### config.mk
export PLATFORM = sky130hd
export DESIGN_NAME = dds_freq_meter
export DESIGN_NICKNAME = d
export VERILOG_FILES = /design/src/rtl/dds_freq_meter.sv
export SDC_FILE = /design/constraint.sdc
export NUM_CORES = 1
export LEC_CHECK = 0
export CORE_MARGIN = 1
export CORE_UTILIZATION = 57
export DETAILED_ROUTE_END_ITERATION = 7
export PLACE_DENSITY = 0.79
export RECOVER_POWER = 25
export SLEW_MARGIN = 20
export SYNTH_ARGS = -nofsm -noshare
export SYNTH_HDL_FRONTEND = slang
export SYNTH_SLANG_ARGS = --single-unit
export TNS_END_PERCENT = 5
### constraint.sdc
create_clock -name clk_i -period 3.19 [get_ports clk_i]
set_input_delay 0.7975 -clock clk_i [delete_from_list [all_inputs] [get_ports clk_i]]
set_output_delay 0.7975 -clock clk_i [all_outputs]
set_load 0.02 [all_outputs]
### src/rtl/dds_freq_meter.sv
// dds_freq_meter: gated rising-edge counter and first-period meter for an
// asynchronous square wave (typically a DDS/DAC output fed back through a
// comparator). Results are used by the host to check and trim FWORD.
//
// Handshake: start_i is a one-cycle request and is accepted only in IDLE.
// busy_o is high while a measurement is in flight (SYNC or GATE). done_o
// pulses for exactly one cycle. The result outputs become valid in that
// same cycle and hold until the next done_o or reset.
module dds_freq_meter #(
  parameter int unsigned GATE_CYCLES = 50_000_000,
  parameter int unsigned CNT_W       = 32,
  parameter int unsigned PER_W       = 24
) (
  input  logic             clk_i,
  input  logic             rst_i,
  input  logic             start_i,
  input  logic             sig_in_i,
  output logic             busy_o,
  output logic             done_o,
  output logic [CNT_W-1:0] edge_cnt_o,
  output logic [PER_W-1:0] period_o,
  output logic             period_ovf_o,
  output logic             no_signal_o,
  output logic [1:0]       dbg_state_o
);

  // The gate counter must reach GATE_CYCLES even when CNT_W is narrow.
  // It is therefore at least CNT_W bits wide, and wider when needed.
  localparam int unsigned GATE_BITS = $clog2(GATE_CYCLES + 1);
  localparam int unsigned G_W       = (CNT_W > GATE_BITS) ? CNT_W : GATE_BITS;
  // Common width used to compare the gate count against the period ceiling.
  localparam int unsigned CMP_W     = (G_W > PER_W) ? G_W : PER_W;

  localparam logic [G_W-1:0]   GATE_END = G_W'(GATE_CYCLES);
  localparam logic [CMP_W-1:0] PER_MAX  = CMP_W'({PER_W{1'b1}});
  localparam logic [CNT_W-1:0] CNT_MAX  = {CNT_W{1'b1}};

  typedef enum logic [1:0] {
    S_IDLE = 2'd0,
    S_SYNC = 2'd1,
    S_GATE = 2'd2,
    S_DONE = 2'd3
  } state_t;

  state_t state_q, state_d;

  // Input synchronizer plus edge-detect register.
  logic s1_q, s2_q, s3_q;
  logic rise;

  // Working registers for the measurement in flight.
  logic [G_W-1:0]   g_q, g_d;        // SYNC timeout count, then gate count
  logic [CNT_W-1:0] cnt_q, cnt_d;    // counted rising edges
  logic [PER_W-1:0] per_q, per_d;    // captured first period
  logic             ovf_q, ovf_d;    // first period saturated
  logic             first_q, first_d;// first counted rise already captured
  logic             nosig_d;         // SYNC timed out this cycle
  logic [CMP_W-1:0] g_ext;

  // Published result registers.
  logic [CNT_W-1:0] edge_cnt_q;
  logic [PER_W-1:0] period_q;
  logic             period_ovf_q;
  logic             no_signal_q;

  // Two-flop synchronizer for the asynchronous pin, then one delay flop for edge detection.
  always_ff @(posedge clk_i) begin
    if (rst_i) begin
      s1_q <= 1'b0;
      s2_q <= 1'b0;
      s3_q <= 1'b0;
    end else begin
      s1_q <= sig_in_i;
      s2_q <= s1_q;
      s3_q <= s2_q;
    end
  end

  assign rise = s2_q & ~s3_q;

  // FSM state register.
  always_ff @(posedge clk_i) begin
    if (rst_i) begin
      state_q <= S_IDLE;
    end else begin
      state_q <= state_d;
    end
  end

  // FSM next state.
  // In SYNC, a rise takes priority over the timeout.
  always_comb begin
    state_d = state_q;
    case (state_q)
      S_IDLE: if (start_i) state_d = S_SYNC;
      S_SYNC: begin
        if (rise) begin
          state_d = S_GATE;
        end else if (g_q == GATE_END) begin
          state_d = S_DONE;
        end
      end
      S_GATE: if (g_q == GATE_END) state_d = S_DONE;
      S_DONE: state_d = S_IDLE;
      default: state_d = S_IDLE;
    endcase
  end

  // FSM outputs: status flags and the debug view of the state.
  always_comb begin
    busy_o      = (state_q == S_SYNC) || (state_q == S_GATE);
    done_o      = (state_q == S_DONE);
    dbg_state_o = state_q;
  end

  // Measurement datapath next-state logic.
  // In GATE, the gate counter holds g, and g starts at 1 on the first cycle after the opening edge.
  always_comb begin
    g_d     = g_q;
    cnt_d   = cnt_q;
    per_d   = per_q;
    ovf_d   = ovf_q;
    first_d = first_q;
    nosig_d = 1'b0;
    g_ext   = CMP_W'(g_q);
    case (state_q)
      S_IDLE: begin
        if (start_i) begin
          g_d     = '0;
          cnt_d   = '0;
          per_d   = '0;
          ovf_d   = 1'b0;
          first_d = 1'b0;
        end
      end
      S_SYNC: begin
        if (rise) begin
          // Opening edge: it starts the gate but is not itself counted.
          g_d = G_W'(1);
        end else begin
          g_d     = g_q + 1'b1;
          nosig_d = (g_q == GATE_END);
        end
      end
      S_GATE: begin
        g_d = g_q + 1'b1;
        if (rise) begin
          if (cnt_q != CNT_MAX) begin
            cnt_d = cnt_q + 1'b1;
          end
          if (!first_q) begin
            first_d = 1'b1;
            if (g_ext > PER_MAX) begin
              per_d = {PER_W{1'b1}};
              ovf_d = 1'b1;
            end else begin
              per_d = PER_W'(g_q);
              ovf_d = 1'b0;
            end
          end
        end
      end
      default: ;
    endcase
  end

  // Measurement datapath registers.
  always_ff @(posedge clk_i) begin
    if (rst_i) begin
      g_q     <= '0;
      cnt_q   <= '0;
      per_q   <= '0;
      ovf_q   <= 1'b0;
      first_q <= 1'b0;
    end else begin
      g_q     <= g_d;
      cnt_q   <= cnt_d;
      per_q   <= per_d;
      ovf_q   <= ovf_d;
      first_q <= first_d;
    end
  end

  // Publish results on entry to DONE so they are valid in the done_o cycle.
  // The next-state values are used so that a rise in the final gate cycle is included.
  always_ff @(posedge clk_i) begin
    if (rst_i) begin
      edge_cnt_q   <= '0;
      period_q     <= '0;
      period_ovf_q <= 1'b0;
      no_signal_q  <= 1'b0;
    end else if (state_d == S_DONE) begin
      edge_cnt_q   <= cnt_d;
      period_q     <= per_d;
      period_ovf_q <= ovf_d;
      no_signal_q  <= nosig_d;
    end
  end

  assign edge_cnt_o   = edge_cnt_q;
  assign period_o     = period_q;
  assign period_ovf_o = period_ovf_q;
  assign no_signal_o  = no_signal_q;

endmodule

==> metrics.txt, run 1 <==
Mapped Avg Cell Area 8.161 um2; gpl congestion 0.9415; status finished clean; DRT Pass-1 Iters 5; pre-CTS setup slack 0.1442 ns; post-CTS setup buffers 0; Most Crowded Layer GR met2; area of the core 0.01201 mm2; Worst Path Max Fanout 8; ys flop type dfxtp_1; critical path's top delay family buffers and inverters; Post-DP HPWL 12.28 mm; largest net degree at the start of global routing 106; P_leak 2.932 nW; # hold bufs at CTS 0; standard-cell rows 40; warnings from Yosys 0; met3 usage 6.374%; setup tns final 0 ns; met1 usage a little over a third; most common cell after layout, fill and taps aside nor2_1; RSZ-0062 raised after global routing false; Worst EP arrival 2.04 ns; port bufs 65; CTS tree done; Worst-path clk slew 0.06 ns; CP max-delay cell clkdlybuf4s50_1; Worst Hold Depth 1; Initial DRC Count about 500; met2 usage 49.75%; Crit Path Category flop to primary output; final WL 17.74 mm; Yosys reg bits between 150 and 200; # IOs 66; Netlist cell types 60; share of cells above drive strength 1 6.114%; routed len/inst roughly 17 um; starting density of the core approximately three fifths; power per cell area about 520 mW/mm2; Final min period 2.837 ns; Pins Over Slew Limit 0; Post-Synthesis Net Count 869; Worst R2R Path Depth 7; Post-CTS Resized 0; Antenna diodes 0; Post-synth EDFFs 0; Final WS setup 0.3530 ns; Worst path depth 3; Die Ht 112.8 um; Worst EP required 2.39 ns; Synth area leader dfxtp_1; critical path endpoint category primary output; global-route wire length before repair 29.58 mm; CTS Root Cell clkbuf_16; fin crit share a little under 90%; top cells by area, synth dfxtp_1, nor2_1, a211oi_1; # DRC 0; max-cap violations 0; total congestion overflow 0; skew final 0.006072 ns; Syn Std Cell Area 0.007002 mm2; Vias/cell 6.141; Final ANT Viol Nets 0; Die ar. about 0.013 mm2; nets@finish 914; Syn-to-layout area delta 18.80%; commonest cells after routing, fill and taps aside nor2_1, dfxtp_1, a21oi_1, nand2_1, a211oi_1; Max VDD drop 0.3621 mV; WP buf/inv 2; Slew HR 22.81%; setup violators final 0; slowest cell delay on critical path 0.66 ns; worst skew pair latency approximately 0.42 ns; Vias 6528; vias in the first global route 6182; critical path, cell by cell inv_1 > ha_1 > clkdlybuf4s50_1; startpoint types flop; post-synthesis async set-or-reset flop share 0%; total CTS buffers 17; Total GRT Usage between 20% and 30%; f_max 352.5 MHz; Final Hold Violating Endpoints 0; Worst Tran Pin Value around 1.2 ns; sequential area share after synthesis a little over two fifths; # fillers 981; Clock Sinks 153; Synth top area share 43.75%; Die W about 110 um; worst hold path class flop to flop; cells after synthesis 858; Clock Path Buffers 2; initial antenna violation count 0; H-Tree Depth 4
## layer usage
| layer | up-vias | share of wire, % |
|---|---|---|
| li1 | 3183 | - |
| met4 | 0 | 2.2 |
| met5 | - | 0 |
| met3 | 39 | 4.0 |
| met2 | 183 | 50 |
| met1 | 3123 | 44 |
## metrics by stage
step | total power (W) | cell area (um2) | hold slack (ns) | std cells | util (%)
finish | 0.004303 | 8318 | 0.4509 | 1063 | 69.25
global route | 0.004449 | 8318 | 0.4730 | 1063 | 69.25
CTS | 0.004325 | 8346 | 0.4554 | 1063 | 69.48
detailed placement | 0.002254 | 7732 | 0.4438 | 1031 | 64.38
global placement | 0.002247 | 7732 | 0.4342 | 1031 | 64.38
floorplan | 0.002154 | 7002 | 0.4138 | 858 | -
## state kept, by name (all words and copies together), names as in the netlist
register,cells
ovf_q,1
s2_q,1
s1_q,1
period_ovf_o,1
edge_cnt_o,32
first_q,1
cnt_q,32
s3_q,1
g_ext,32
dbg_state_o,2
per_q,24
no_signal_o,1
period_o,24
## synth_stat cells, types with 3 or more instances
library cell,number
nor4_1,9
mux2i_1,3
a311oi_1,11
a211oi_1,50
and3_1,13
buf_2,16
xnor2_1,13
nand2b_1,4
nor2b_1,8
o21ai_1,3
o21a_1,3
nor2_1,192
inv_1,13
a22oi_1,3
o211a_1,7
a32oi_1,3
nor3_1,19
nor4_4,3
clkbuf_1,35
a31oi_1,7
nand2_1,56
a21oi_1,70
and4b_1,3
dfxtp_1,153
o21ai_0,22
a41oi_1,3
nand4b_1,3
nor4b_1,10
and4_1,10
a21boi_0,3
nand3_1,25
xor2_1,7
ha_1,7
nand4_1,17
or3_1,8
and2_1,4
o211ai_1,5
or4_1,7
## kinds of logic after synthesis
logic type | Yosys count | share of synthesized area (%)
AND/OR/NAND/NOR | 400 | 28.32
AO/OA/AOI/OAI | 205 | 19.28
buffers and inverters | 68 | 4.146
XOR/XNOR | 20 | 2.502
flip-flops | 153 | 43.75
adder cells (fa/ha/maj) | 7 | 1.251
multiplexers | 5 | 0.7505
## worst paths after layout
kind                                           startpoint                     endpoint  slack (ns)
worst min-delay path                      s1_q$_SDFF_PP0_              s2_q$_SDFF_PP0_        0.45
worst max register to register       cnt_q[24]$_SDFF_PP0_  edge_cnt_o[17]$_SDFFE_PP0N_        0.37
worst max-delay path            dbg_state_o[0]$_SDFF_PP0_                       busy_o        0.35
worst min register to register            s1_q$_SDFF_PP0_              s2_q$_SDFF_PP0_        0.45
## where the power goes
group	switching (W)	leakage (nW)	internal, W
registers	0.0000116	1.23	0.00193
clock network	0.000748	0.305	0.00134
logic	0.000188	1.39	0.0000822
total	0.000947	2.93	0.00336
## cell type report
class	count	area (um2)	area share (%)
clock inverters	9	145.1	1.745
multi-input cells	637	3641	43.77
clock buffers	23	467.9	5.626
repair buffers	81	768.2	9.236
well taps	147	183.9	2.211
flip-flops and latches	153	3063	36.82
inverters	13	48.80	0.5866
Power figures use the tool's default switching activity.
==> inputs of run 2 (changes only) <==
--- a/config.mk
+++ b/config.mk
@@ -6,9 +6,9 @@
 export NUM_CORES = 1
 export LEC_CHECK = 0
 export CORE_MARGIN = 1
-export CORE_UTILIZATION = 57
+export CORE_UTILIZATION = 62
 export DETAILED_ROUTE_END_ITERATION = 7
-export PLACE_DENSITY = 0.79
+export PLACE_DENSITY = 0.85
 export RECOVER_POWER = 25
 export SLEW_MARGIN = 20
 export SYNTH_ARGS = -nofsm -noshare
==> constraint.sdc (replaced) <==
create_clock -name clk_i -period 3.3 [get_ports clk_i]
set_input_delay 0.825 -clock clk_i [delete_from_list [all_inputs] [get_ports clk_i]]
set_output_delay 0.825 -clock clk_i [all_outputs]
set_load 0.02 [all_outputs]
==> run 2 against run 1 <==
  * Sequential cell count did not move
  * Clock power barely moved
  * Routed wire length rose by 0.44%
  * Non-clock buffer count rose by 4
  * Global-route usage rose by 2.4 points
  * Utilization rose by 7.4 points
  * Worst setup slack improved by 0.036 ns
  * Sequential share of layout area fell by 0.27 points
  * Total power fell by 2.4%
  * Final cell count fell by 0.28%
  * Largest cell class unchanged
==> metrics.txt, run 2 (synthesized netlist as in run 1, its figures left out) <==
status finished clean; initial antenna violation count 0 (unchanged); met2 WL post-DR 8.940 mm (+0.24%); Clock Sinks 153 (unchanged); Slew HR 32.41% (+9.6 points); Worst EP arrival 3.24 ns (+1.20 ns); total congestion overflow 0 (unchanged); # DRC 0 (unchanged); worst hold-check slack 0.4545 ns (+0.003606 ns); met3 routed WL 1.105 mm (+56%); Vias/cell 6.271 (+2.1%); gpl congestion 0.9353 (-0.66%); Final ANT Viol Nets 0 (unchanged); Max VDD drop 0.6004 mV (+66%); Worst-path clk slew 0.06 ns (about the same); Crit Path Category flop to flop; WP buf/inv 1 (-1); post-CTS setup buffers 0 (unchanged); startpoint types flop; commonest cells after routing, fill and taps aside nor2_1, dfxtp_1, a21oi_1, nand2_1, a211oi_1; Post-CTS Resized 0 (unchanged); RSZ-0062 raised after global routing false; total CTS buffers 17 (unchanged); CP max-delay cell or4_4; Post-DP HPWL 12.32 mm (+0.35%); CTS Root Cell clkbuf_16; starting density of the core 64.03% (+5.7 points); Final Hold Violating Endpoints 0 (unchanged); Final min period 2.911 ns; Worst Tran Pin Value 1.014 ns (-0.1440 ns); Antenna diodes 0 (unchanged); worst hold path class flop to flop; slowest cell delay on critical path 0.55 ns (-0.11 ns); DRT Pass-1 Iters 5 (unchanged); largest net degree at the start of global routing 47 (-56%); standard-cell rows 38 (-5.0%); Clock Path Buffers 2 (unchanged); skew final 0.004933 ns (-0.001140 ns); critical path's top delay family simple AND/OR/NAND/NOR gates; Met1 Routed Length 7.390 mm (-4.3%); P_leak 2.983 nW (+1.7%); share of cells above drive strength 1 6.739% (+0.63 points); Die W 108.3 um (-4.0%); setup tns final 0 ns (unchanged); H-Tree Depth 4 (unchanged); Syn-to-layout area delta 19.67%; vias in the first global route 6309 (+2.1%); f_max about 340 MHz; critical path endpoint category flop; CTS tree done; # hold bufs at CTS 0 (unchanged); Worst Path Max Fanout 39 (+31); routed len/inst 16.81 um (+0.72%); Pins Over Slew Limit 0 (unchanged); # IOs 66 (unchanged); Total GRT Usage 31.44% (+2.4 points); power per cell area 501.0 mW/mm2 (-3.1%); worst skew pair latency 0.42 ns (about the same); fin crit share 88.20%; global-route wire length before repair 28.97 mm (-2.1%); Worst EP required 3.62 ns (+1.23 ns); critical path, cell by cell or4_4 > nor4_1 > nand4_1 > a21oi_4 > buf_12 > nor2_1 > a211oi_1; area of the core 0.01094 mm2 (-9.0%); most common cell after layout, fill and taps aside nor2_1; Initial DRC Count 555 (+12%); port bufs 65 (unchanged); top sig layer met4; final WL 17.82 mm (+0.44%); Die ar. 0.01172 mm2 (-7.9%); nets@finish 918 (+0.44%); Die Ht 108.3 um (-4.0%); setup violators final 0 (unchanged); Vias 6647 (+1.8%); max-cap violations 0 (unchanged)
run 2: stage by stage:
step	power [W]	cell area, um2	cells	setup slack, ns	util [%]
after floorplan	0.002082	7002	858	0.4527	-
after global placement	0.002175	7779	1028	0.2019	71.13
after detailed placement	0.002182	7779	1028	0.1645	71.13
after CTS	0.004214	8408	1060	0.4654	76.89
after global routing	0.004305	8379	1060	0.2950	76.62
final	0.004198	8379	1060	0.3895	76.62
run 2: worst paths after layout:
path                          startpoint                           to  slack (ns)  depth (start not counted)
max reg2reg        g_ext[3]$_SDFFE_PP0P_     period_o[7]$_SDFFE_PP0N_        0.39                          7
min          edge_cnt_o[30]$_SDFFE_PP0N_  edge_cnt_o[30]$_SDFFE_PP0N_        0.45                          2
min reg2reg  edge_cnt_o[30]$_SDFFE_PP0N_  edge_cnt_o[30]$_SDFFE_PP0N_        0.45                          2
max                g_ext[3]$_SDFFE_PP0P_     period_o[7]$_SDFFE_PP0N_        0.39                          7
run 2: per-layer routing:
| metal | GRT usage (%) | up-vias |
|---|---|---|
| li1 | - | 3195 |
| met1 | 37.33 | 3167 |
| met2 | 54.00 | 249 |
| met3 | 7.052 | 36 |
| met4 | 14.38 | 0 |
| met5 | 0 | - |
run 2: power breakdown:
group / switching, W / internal, W
combinational: 0.000185 / 0.0000816
clock: 0.000754 / 0.00130
sequential: 0.0000110 / 0.00187
total: 0.000950 / 0.00325
run 2: cell type report:
cell class                      count  area, um2
Multi-Input combinational cell    637       3635
Sequential cell                   153       3063
Fill cell                         813       2556
Timing Repair Buffer               85      828.3
Clock buffer                       20      456.7
Tap cell                          140      175.2
Clock inverter                     12      172.7
Inverter                           13      48.80
run 2: worst reg2reg max path: stages, from the launching register on:
cell,delay [ns]
dfxtp_1,0.36
or4_4,0.55
nor4_1,0.44
nand4_1,0.36
a21oi_4,0.50
buf_12,0.26
nor2_1,0.09
a211oi_1,0.25
==> inputs of run 3 (changes only) <==
--- a/config.mk
+++ b/config.mk
@@ -7,6 +7,7 @@
 export LEC_CHECK = 0
 export CORE_MARGIN = 1
 export CORE_UTILIZATION = 62
+export CTS_CLUSTER_DIAMETER = 150
 export DETAILED_ROUTE_END_ITERATION = 7
 export PLACE_DENSITY = 0.85
 export RECOVER_POWER = 25
==> results of run 3 <==
No change in the layout: final DEF, timing and power equal those of run 2.
